==> src/rtl/nx1_stream_mux.sv <==
// nx1_stream_mux
// Registered N-to-1 valid/ready multiplexer. One input channel is chosen per
// cycle, either by the sel input (mode = 0) or by a round-robin search among
// requesting channels (mode = 1), and its word is captured in a single output
// register.
//
// Handshake semantics (both sides): a word moves on a clock edge exactly when
// valid and ready are both high in the cycle before that edge; a producer must
// not depend on ready to raise valid.
//
// Ports:
//   clk        rising-edge clock
//   reset      asynchronous, active-high reset
//   in_data    CHANNELS*WIDTH input words, channel i at [i*WIDTH +: WIDTH]
//   in_valid   per-channel request
//   in_ready   per-channel accept, combinational, one-hot or zero
//   mode       0 = fixed select, 1 = round-robin
//   sel        channel used in fixed mode
//   out_data   registered selected word
//   out_chan   registered index of the channel that supplied out_data
//   out_valid  output register holds a word
//   out_ready  consumer accept
module nx1_stream_mux #(
   parameter int WIDTH    = 16,
   parameter int CHANNELS = 4,
   parameter int SEL_W    = 2
) (
   input  logic                      clk,
   input  logic                      reset,
   input  logic [CHANNELS*WIDTH-1:0] in_data,
   input  logic [CHANNELS-1:0]       in_valid,
   output logic [CHANNELS-1:0]       in_ready,
   input  logic                      mode,
   input  logic [SEL_W-1:0]          sel,
   output logic [WIDTH-1:0]          out_data,
   output logic [SEL_W-1:0]          out_chan,
   output logic                      out_valid,
   input  logic                      out_ready
);

   localparam int PW    = SEL_W + 1;    // room for index sums before the wrap
   localparam int SLOTS = 2 ** SEL_W;   // every value sel can take

   logic [SLOTS-1:0] valid_pad;
   logic [WIDTH-1:0] data_arr [SLOTS];
   logic [SEL_W-1:0] rr_ptr;
   logic [SEL_W-1:0] rr_idx;
   logic [SEL_W-1:0] grant_idx;
   logic [SEL_W-1:0] next_ptr;
   logic [PW-1:0]    cand;
   logic             rr_found;
   logic             fx_found;
   logic             grant;
   logic             load_ok;
   logic             handshake;

   // Pad requests and data out to every encodable index so that an
   // out-of-range sel simply reads an idle, zero slot.
   always_comb begin
      valid_pad = '0;
      valid_pad[CHANNELS-1:0] = in_valid;
      for (int i = 0; i < SLOTS; i++) begin
         data_arr[i] = '0;
      end
      for (int i = 0; i < CHANNELS; i++) begin
         data_arr[i] = in_data[i*WIDTH +: WIDTH];
      end
   end

   // Round-robin: first requester at or above rr_ptr, wrapping at CHANNELS.
   always_comb begin
      rr_found = 1'b0;
      rr_idx   = '0;
      cand     = '0;
      for (int k = 0; k < CHANNELS; k++) begin
         cand = {1'b0, rr_ptr} + PW'(k);
         if (cand >= PW'(CHANNELS)) begin
            cand = cand - PW'(CHANNELS);
         end
         if (!rr_found && valid_pad[cand[SEL_W-1:0]]) begin
            rr_found = 1'b1;
            rr_idx   = cand[SEL_W-1:0];
         end
      end
   end

   assign fx_found  = ({1'b0, sel} < PW'(CHANNELS)) && valid_pad[sel];
   assign grant     = mode ? rr_found : fx_found;
   assign grant_idx = mode ? rr_idx : sel;
   assign load_ok   = !out_valid || out_ready;
   // Reset gates the grant so in_ready stays low while reset is held.
   assign handshake = !reset && load_ok && grant;

   always_comb begin
      in_ready = '0;
      for (int i = 0; i < CHANNELS; i++) begin
         in_ready[i] = handshake && (grant_idx == SEL_W'(i));
      end
   end

   assign next_ptr = ({1'b0, grant_idx} == PW'(CHANNELS - 1)) ? '0
                                                               : grant_idx + 1'b1;

   always_ff @(posedge clk or posedge reset) begin
      if (reset) begin
         out_data  <= '0;
         out_chan  <= '0;
         out_valid <= 1'b0;
         rr_ptr    <= '0;
      end else begin
         if (handshake) begin
            out_data  <= data_arr[grant_idx];
            out_chan  <= grant_idx;
            out_valid <= 1'b1;
            // Only round-robin grants advance the pointer.
            if (mode) begin
               rr_ptr <= next_ptr;
            end
         end else if (out_ready) begin
            out_valid <= 1'b0;
         end
      end
   end

endmodule

==> config.mk <==
export PLATFORM = sky130hd
export DESIGN_NAME = nx1_stream_mux
export DESIGN_NICKNAME = d
export VERILOG_FILES = /design/src/rtl/nx1_stream_mux.sv
export SDC_FILE = /design/constraint.sdc
export NUM_CORES = 1
export LEC_CHECK = 0
export CORE_ASPECT_RATIO = 0.7
export CORE_MARGIN = 2
export CORE_UTILIZATION = 46
export CTS_CLUSTER_SIZE = 28
export DETAILED_ROUTE_END_ITERATION = 10
export HOLD_SLACK_MARGIN = 0.06
export PLACE_DENSITY = 0.81
export SLEW_MARGIN = 25
export SYNTH_ARGS = -nofsm -noshare
export SYNTH_HDL_FRONTEND = slang
export SYNTH_SLANG_ARGS = --single-unit
==> constraint.sdc <==
create_clock -name clk -period 2.69 [get_ports clk]
set_clock_uncertainty 0.2 [all_clocks]
set_input_delay 0.538 -clock clk [delete_from_list [all_inputs] [get_ports clk]]
set_output_delay 0.538 -clock clk [all_outputs]
set_load 0.03 [all_outputs]
==> flow_summary.ini, run 1 <==
[cts]
cts.sinks = 21
cts_buffer_depth = 2
insertion_delay_ps = 270
numCtsBuffers = 3
cts_tree = built
cts_root_buffer = clkbuf_8
clk_pin_slew_worst_paths_ps = 80
hold_buffers = 0
htreeDepth = 1

[grt]
gr-total-overflow = 0
grt_antenna_before_repair = 0
grt_pass1_vias = 3172
grt_usage = 0.294
grt_max_degree = 55
grt_pass1_wl_um = 15100

[routing]
drc = 0
first_pass_iters = 5
wirelength_um = 9890
wl_per_cell_um = 17.9
first_iter_violations = 257
num_vias = 3421
vias_per_cell = 6.19
antenna_left = 0

[floorplan]
die_y_um = 68.8
design.core.area_mm2 = 0.00576
io-pin-count = 97
die_w_um = 96.6
rows = 23
dieArea_mm2 = 0.00665
start_util = 0.480

[yosys]
synth_edf_count = 0
ys_seq_area_frac = 0.190
synth_area_leader_cell = dfrtp_1
avgSynthCellArea_um2 = 7.44
syn_inst = 371
netlist-cell-type-count = 44
yosysMostFrequentCell = nor2_1
syn_area_mm2 = 0.00276
syn_nets = 445
ys_warn_count = 0
synthFlopType = dfrtp_1
synth_commonest_cells = 66 x nor2_1, 47 x mux2i_1, 38 x nand2_1, 30 x nand3_1, 21 x dfrtp_1
synthTopCellsByArea = dfrtp_1 19%, mux2i_1 17%, nor2_1 9.0%
synth_seq_cells = 21
synth_top_area_share = 0.190
async_reset_ff_frac = 1.00

[layout]
n_antenna_cell = 0
fin_nets = 553
seq_area_um2 = 528
drive_above_1_share = 0.211
nFillCells = 440
area_growth_pct = 53.6
finalInstanceArea_mm2 = 0.00424
multi_input_area_mm2 = 0.00223

[power]
ir_drop_mv = 0.381
power_mw = 2.63
leakage_nw = 1.69
powerDensity_mw_per_mm2 = 619

[sta]
fin_setup_tns_ps = -5.20
worst_pin_slew_ps = 502
fmax_mhz = 371
period_minus_slack_ps = 2700
slew_headroom = 0.663
setup_viol = 1
finalHoldViolations = 0
finalCritPeriodShare = 1.00
setup_ws_ps = -5.20
rsz0062_at_grt = true
drv_slew = 0

[setup_path]
cp.required_ps = 1950
start_kind = flip-flop
endpoint_kind = primary output
cp_slowest_cell = dfrtp_2
crit_chain = nor4b_4 > a31oi_4 > o32ai_4 > mux2i_2 > buf_4 > nor2_4 > buf_6
critical-path-max-stage-delay_ps = 480
critPathArrivalTime_ps = 1960
cp_max_fo = 5
cp_top_family = flip-flops
critical_path_buf_inv_count = 2
critPathKind = reg -> out

[placed_design]
dpl.hpwl_um = 6790
port_buffers = 96
postPlaceCellArea_mm2 = 0.00398
gp_congestion = 0.876

[min_path]
hold_class = in -> async

[run_status]
failed_checks = setup timing
run_status = complete, but fails checks

[job]
drv_cap = 0
flip-flops by register name (all words and copies together) (netlist names):
name       count
out_chan       2
out_valid      1
rr_ptr         2
out_data      16
path summary, 6_finish.rpt:
| kind | from | end | slack, ps | cells after the start |
|---|---|---|---|---|
| max | rr_ptr[0]$_DFFE_PP0P_ | in_ready[3] | -5 | 7 |
| min | reset | rr_ptr[0]$_DFFE_PP0P_ | 310 | 3 |
| max reg2reg | rr_ptr[1]$_DFFE_PP0P_ | out_data[13]$_DFFE_PP0P_ | 100 | 7 |
| min reg2reg | out_chan[0]$_DFFE_PP0P_ | out_chan[0]$_DFFE_PP0P_ | 320 | 1 |
| max in group asynchronous | reset | rr_ptr[1]$_DFFE_PP0P_ | 1730 | 3 |
| min in group clk | out_chan[0]$_DFFE_PP0P_ | out_chan[0]$_DFFE_PP0P_ | 320 | 1 |
power breakdown:
group / switching, mW / internal (mW)
Clock: 0.115 / 0.106
Sequential: 0.0992 / 0.439
Combinational: 1.01 / 0.860
Total: 1.22 / 1.40
cell usage in the layout (no fill, tap or decap), types with 3 or more instances in the layout:
cell	Yosys	routed
nor3_2	12	12
a211oi_1	16	16
o21ai_1	3	4
buf_4	3	41
a221o_1	14	14
nor2b_1	11	7
a311oi_1	15	15
inv_1	3	3
buf_6	4	5
mux2i_1	47	46
clkbuf_8	0	3
dfrtp_1	21	19
clkdlybuf4s50_1	0	84
nor2_1	66	63
buf_2	14	3
a31oi_4	0	4
a31oi_1	18	15
buf_12	0	4
nor2_4	1	3
nand2_1	38	38
nand3_1	30	30
cell families after synthesis:
group           after synthesis  synth area share
compound gates               89             0.254
simple gates                170             0.300
mux                          48             0.175
xor+xnor                      1           0.00317
flops                        21             0.190
buf+inv                      42            0.0784
through the flow:
stage               setup WS [ps]  hold WS (ps)  utilization  instances
floorplan                    -124           315            -        371
global placement             -424           283        0.691        543
detailed placement           -455           294        0.691        543
CTS                         -12.5           302        0.722        552
global route                -61.6           331        0.737        553
finish                      -5.20           306        0.737        553
area by class of cell:
class / instances / share of cell area
repair buffers: 141 / 0.315
clock buffers: 4 / 0.0106
flip-flops and latches: 21 / 0.125
inverters: 3 / 0.00266
multi-input cells: 309 / 0.526
well taps: 75 / 0.0221
layer usage:
| metal | global-route usage | vias up | routed length, um |
|---|---|---|---|
| met3 | 0.0620 | 15 | 920 |
| li1 | - | 1603 | - |
| met5 | 0 | - | 0 |
| met1 | 0.371 | 1642 | 4110 |
| met4 | 0.0581 | 0 | 139 |
| met2 | 0.526 | 161 | 4720 |
timing repair:
action                     CTS  global route
gates resized for setup     36            21
pin swaps                    6             6
setup endpoints to repair   20            19
cloned                       0             1
setup buffers                5             0
worst min-delay path: stages:
cell and delay [ps]:
dlygate4sd2_1 280, inv_1 60, buf_4 300
Power figures use the tool's default switching activity.
==> run 2, diff against run 1 <==
CAP_MARGIN = 5   (was unset)
==> results of run 2 <==
Same layout as run 1: the final DEF is identical, and so are final timing and power.
